**src/rtl/stream_rr_arbiter.sv**
```systemverilog
// Packet-granular round-robin merge of NUM_IN streams into one output stream.
// The grant is held for a whole packet; the output goes through a two-entry skid buffer.
module stream_rr_arbiter #(
  parameter int NUM_IN     = 4,
  parameter int DATA_WIDTH = 64,
  parameter int IDX_WIDTH  = 2
) (
  input  logic                         clk,
  input  logic                         rst,
  input  logic [NUM_IN*DATA_WIDTH-1:0] in_data,
  input  logic [NUM_IN-1:0]            in_last,
  input  logic [NUM_IN-1:0]            in_vld,
  output logic [NUM_IN-1:0]            in_rdy,
  output logic [DATA_WIDTH-1:0]        out_data,
  output logic                         out_last,
  output logic [IDX_WIDTH-1:0]         out_idx,
  output logic                         out_vld,
  input  logic                         out_rdy,
  output logic                         busy
);

  typedef enum logic {IDLE, LOCKED} state_t;

  state_t                r_state;
  logic [IDX_WIDTH-1:0]  r_ptr;
  logic [IDX_WIDTH-1:0]  r_grant;
  logic                  r_busy;

  logic                  r_mem_vld;
  logic                  r_mem_last;
  logic [DATA_WIDTH-1:0] r_mem_data;
  logic [IDX_WIDTH-1:0]  r_mem_idx;

  logic                  r_ext_vld;
  logic                  r_ext_last;
  logic [DATA_WIDTH-1:0] r_ext_data;
  logic [IDX_WIDTH-1:0]  r_ext_idx;

  logic [DATA_WIDTH-1:0] w_in_data [NUM_IN];
  logic [DATA_WIDTH-1:0] w_sel_data;
  logic                  w_sel_last;
  logic                  w_sel_vld;
  logic                  w_in_fire;
  logic                  w_mem_free;
  logic                  w_any;
  logic [IDX_WIDTH:0]    w_cand;
  logic [IDX_WIDTH-1:0]  w_pick;
  logic [IDX_WIDTH-1:0]  w_next_ptr;

  // in_rdy depends only on registered state, never on in_vld.
  generate
    for (genvar gi = 0; gi < NUM_IN; gi++) begin : g_in
      assign w_in_data[gi] = in_data[gi*DATA_WIDTH +: DATA_WIDTH];
      assign in_rdy[gi]    = (r_state == LOCKED) && (r_grant == IDX_WIDTH'(gi)) && !r_ext_vld;
    end
  endgenerate

  always_comb begin
    w_sel_data = '0;
    w_sel_last = 1'b0;
    w_sel_vld  = 1'b0;
    for (int j = 0; j < NUM_IN; j++) begin
      if (r_grant == IDX_WIDTH'(j)) begin
        w_sel_data = w_in_data[j];
        w_sel_last = in_last[j];
        w_sel_vld  = in_vld[j];
      end
    end
  end

  // Rotating search from r_ptr; the lowest offset is visited last so it wins.
  always_comb begin
    w_any  = |in_vld;
    w_pick = '0;
    w_cand = '0;
    for (int k = NUM_IN - 1; k >= 0; k--) begin
      w_cand = {1'b0, r_ptr} + (IDX_WIDTH+1)'(k);
      if (w_cand >= (IDX_WIDTH+1)'(NUM_IN)) begin
        w_cand = w_cand - (IDX_WIDTH+1)'(NUM_IN);
      end
      for (int j = 0; j < NUM_IN; j++) begin
        if (in_vld[j] && (w_cand == (IDX_WIDTH+1)'(j))) begin
          w_pick = IDX_WIDTH'(j);
        end
      end
    end
  end

  assign w_next_ptr = (r_grant == IDX_WIDTH'(NUM_IN - 1)) ? '0 : r_grant + IDX_WIDTH'(1);
  assign w_in_fire  = (r_state == LOCKED) && w_sel_vld && !r_ext_vld;
  assign w_mem_free = !r_mem_vld || out_rdy;

  always_ff @(posedge clk) begin
    if (!rst) begin
      r_state <= IDLE;
      r_ptr   <= '0;
      r_grant <= '0;
      r_busy  <= 1'b0;
    end else begin
      case (r_state)
        IDLE: begin
          if (w_any) begin
            r_grant <= w_pick;
            r_state <= LOCKED;
            r_busy  <= 1'b1;
          end
        end
        LOCKED: begin
          if (w_in_fire && w_sel_last) begin
            r_state <= IDLE;
            r_ptr   <= w_next_ptr;
            r_busy  <= 1'b0;
          end
        end
        default: begin
          r_state <= IDLE;
          r_busy  <= 1'b0;
        end
      endcase
    end
  end

  // The skid entry drains into mem before any new beat; new beats only land in
  // the skid entry while mem is held by backpressure.
  always_ff @(posedge clk) begin
    if (!rst) begin
      r_mem_vld  <= 1'b0;
      r_mem_last <= 1'b0;
      r_mem_data <= '0;
      r_mem_idx  <= '0;
      r_ext_vld  <= 1'b0;
      r_ext_last <= 1'b0;
      r_ext_data <= '0;
      r_ext_idx  <= '0;
    end else if (w_mem_free) begin
      if (r_ext_vld) begin
        r_mem_vld  <= 1'b1;
        r_mem_last <= r_ext_last;
        r_mem_data <= r_ext_data;
        r_mem_idx  <= r_ext_idx;
        r_ext_vld  <= 1'b0;
      end else if (w_in_fire) begin
        r_mem_vld  <= 1'b1;
        r_mem_last <= w_sel_last;
        r_mem_data <= w_sel_data;
        r_mem_idx  <= r_grant;
      end else begin
        r_mem_vld  <= 1'b0;
      end
    end else if (w_in_fire) begin
      r_ext_vld  <= 1'b1;
      r_ext_last <= w_sel_last;
      r_ext_data <= w_sel_data;
      r_ext_idx  <= r_grant;
    end
  end

  assign out_vld  = r_mem_vld;
  assign out_data = r_mem_data;
  assign out_last = r_mem_last;
  assign out_idx  = r_mem_idx;
  assign busy     = r_busy;

endmodule

```
**config.mk**
```make
export PLATFORM = sky130hd
export DESIGN_NAME = stream_rr_arbiter
export DESIGN_NICKNAME = d
export VERILOG_FILES = /design/src/rtl/stream_rr_arbiter.sv
export SDC_FILE = /design/constraint.sdc
export NUM_CORES = 1
export LEC_CHECK = 0
export BUFFER_PORTS_ARGS = -buffer_cell sky130_fd_sc_hd__buf_2
export CAP_MARGIN = 30
export CORE_MARGIN = 4
export CORE_UTILIZATION = 48
export CTS_CLUSTER_SIZE = 12
export DETAILED_ROUTE_END_ITERATION = 7
export PLACE_DENSITY = 0.82
export SLEW_MARGIN = 20
export SYNTH_ARGS = -nofsm -noshare
export SYNTH_HDL_FRONTEND = slang
export SYNTH_SLANG_ARGS = --single-unit
```
**constraint.sdc**
```tcl
create_clock -name clk -period 2.3 [get_ports clk]
set_input_delay 0.115 -clock clk [delete_from_list [all_inputs] [get_ports clk]]
set_output_delay 0.115 -clock clk [all_outputs]
set_load 0.01 [all_outputs]
```
==> impl_metrics.ini <==
[run_status]
status = finished, final reports clean

[die]
die-area_sq_um = 18300
die_height_microns = 135
die_x_microns = 135
coreArea_sq_um = 15900
fp-row-count = 46
io_pins = 340
start_util_pct = 49.0

[drt]
route.detailed.drc = 0
via_count = 8497
wire_per_inst_microns = 19.3
ant_nets = 0
first_iter_violations = 624
drt_wl_total_mm = 27.4
viasPerCell = 5.98
dr.pass1.iters = 5

[synth]
synth-main-ff-cell = dfxtp_1
netlist-cell-type-count = 47
synthesis.area_sq_um = 7780
synth_nets = 1176
syn_inst = 905
ys_warn_count = 0
postSynth.asyncResetShare_pct = 0
ys_ff_latch = 142
synth_edf_count = 0
synth_area_per_cell_sq_um = 8.60
ys_seq_area_share_pct = 36.5

[power_and_ir_drop]
totalPowerFinal_uw = 8040
switchingPower_uw = 2520
power_leakage_uw = 0.00446
intPower_uw = 5520
p_clk_share_pct = 33.2
p_seq_share_pct = 34.3
p_sw_share_pct = 31.3
power-per-cell-area_nw_per_um2 = 786
power_frac_comb_pct = 32.5
vdd_ir_drop_max_mv = 0.491

[sta]
drv_slew = 0
setup_viol = 0
grt_setup_unrepaired = false
fin_ws_ps = 88.0
max-slew-margin-rel_pct = 42.0
worst_slew_pin_slew_ps = 871
totalNegativeSetupSlack_ps = 0
fin_crit_sh_pct = 96.2
fmax_mhz = 452
period_minus_slack_ps = 2210
hold_viol_final = 0
finalClockSkew_ps = 7.73

[cts]
clkTransAtPathRegs_ps = 60
cts_num_sinks = 142
clk_latency_ps = 410
cts_root_buf = clkbuf_16
h-tree-depth = 4
clockBufferDepth = 2
cts-buffers-inserted = 17
cts_tree = built

[setup_path]
cp-end-kind = register
cp.required_ps = 2610
start_kind = register
rr_startpoint = r_grant[0]$_SDFFE_PN0P_
cp_slowest_cell = dfxtp_2
slowest_delay_ps = 390
crit_arrival_ps = 2520
crit_start = r_grant[0]$_SDFFE_PN0P_
crit_path_max_fanout = 26
crit_type = reg2reg
cp_cell_sequence = ha_2 -> buf_6 -> nor3b_1 -> a211oi_2 -> nand3_4 -> clkbuf_16 -> o41ai_1

[final_layout]
utilization_pct = 64.4
drive_above_1_share_pct = 42.9
final_cell_mix = 338 x buf_2, 140 x dfxtp_1, 138 x nand2_1
layout.nets = 1465
n_antenna_cell = 0
fillerInstances = 1355
syn2layout_area_growth_pct = 31.5
layout_commonest_cell = buf_2
stdcell_area_sq_um = 10200

[global_route]
antenna_found_initial = 0
grt_use_total_pct = 27.9
grt_first_pass_wirelength_mm = 41.0
grt_max_degree = 89
gr-total-overflow = 0
grt_pass1_vias = 8042

[placement]
io_buffers = 339
pre_cts_slack_ps = 1.02
gp_congestion = 0.893
place_hpwl_mm = 19.2
place_area_sq_um = 9610

[worst_hold_path]
hold_class = in2reg
min-delay-start = in_vld[3]

[job]
maxCapViolCount = 0
## cell families after synthesis
family	count (synthesis)	synth area share, %
DFF	142	36.5
adders and majority gates	4	0.643
buffers and inverters	112	7.57
muxes	55	7.90
AOI/OAI and AO/OA	358	34.1
and+or+nand+nor	234	13.2
## path summary, 6_finish.rpt
check	slack, ps	endpoint	cells after the start
setup / recovery	90	r_ext_data[63]$_SDFFE_PN0P_	7
hold / removal	80	r_grant[0]$_SDFFE_PN0P_	3
setup reg to reg	90	r_ext_data[63]$_SDFFE_PN0P_	7
hold reg to reg	450	busy$_SDFFE_PN0P_	2
## final cells by class
class	instances	area [sq um]	share of cell area (%)
flip-flops and latches	142	2850	27.8
clock buffers	19	454	4.44
clock inverters	10	115	1.13
repair buffers	373	2120	20.7
inverters	8	30.0	0.294
multi-input cells	652	4400	43.0
well taps	216	270	2.64
## power by group through the flow
stage          registers (uW)  logic, uW  clock network [uW]
6_report                 2760       2610                2670
5_1_grt                  2780       2830                2800
4_1_cts                  2750       2580                2710
3_5_place_dp             2800       2560                   0
3_3_place_gp             2800       2510                   0
2_1_floorplan            2860       1650                   0
## critical path: cells and delay by family (launching register included)
kind | cells | cell delay [ps]
AO/OA/AOI/OAI | 2 | 680
buffers and inverters | 2 | 480
flip-flops | 1 | 390
adder cells (fa/ha/maj) | 1 | 280
AND/OR/NAND/NOR | 2 | 270
## cell usage after synthesis, types with 2 or more instances
library cell  instances  area (sq um)
nor2_2                2          12.5
nand2b_1              3          18.8
buf_8                 7           105
buf_2                24           120
mux2i_1               4          40.0
nand3_1              71           355
nand2_1             138           518
o41ai_1               3          26.3
and2_1                4          25.0
a21oi_1               7          35.0
o22ai_1               5          31.3
o221ai_1             11          96.3
o31ai_1              17           128
a22o_1               64           561
a221oi_1              6          52.6
mux2_2               51           574
inv_1                 7          26.3
buf_1                 2          7.51
a31oi_1               2          12.5
ha_1                  4          50.1
o221a_2              48           541
a211oi_1             59           443
nor3_1                2          10.0
o21ai_1              64           320
buf_6                 4          45.0
nor2_1                6          22.5
buf_4                 8          60.1
clkbuf_1             59           221
o21ai_0              64           320
dfxtp_1             142          2840
## through the flow
stage / std cells / hold WS, ps
CTS: 1418 / 51.1
floorplan: 905 / 294
detailed placement: 1388 / 433
global placement: 1388 / 437
global route: 1420 / 60.6
finish: 1420 / 81.2
## routing by layer
layer,routed length [microns],share of wire [%],GRT usage (%)
met4,805,2.9,11.1
met1,11000,40,33.6
met5,0,0,0
met3,2330,8.5,6.80
met2,13300,49,47.7
## sequential cells by signal, indices dropped and copies added (netlist names)
register,flops
out_idx,2
busy,1
r_ext_data,64
out_last,1
r_state,1
r_ext_last,1
r_ext_idx,2
r_ext_vld,1
r_ptr,2
out_vld,1
out_data,64
r_grant,2
## repair_timing
action / 4_1_cts / 5_1_grt
setup buffers: 0 / 0
endpoints found under the setup margin: 6 / 73
cloned: 0 / 2
hold buffers: 1 / 0
resized for setup: 1 / 2
pin swaps: 0 / 1
hold endpoints to repair: 1 / 0
(Power assumes the default switching activity.)
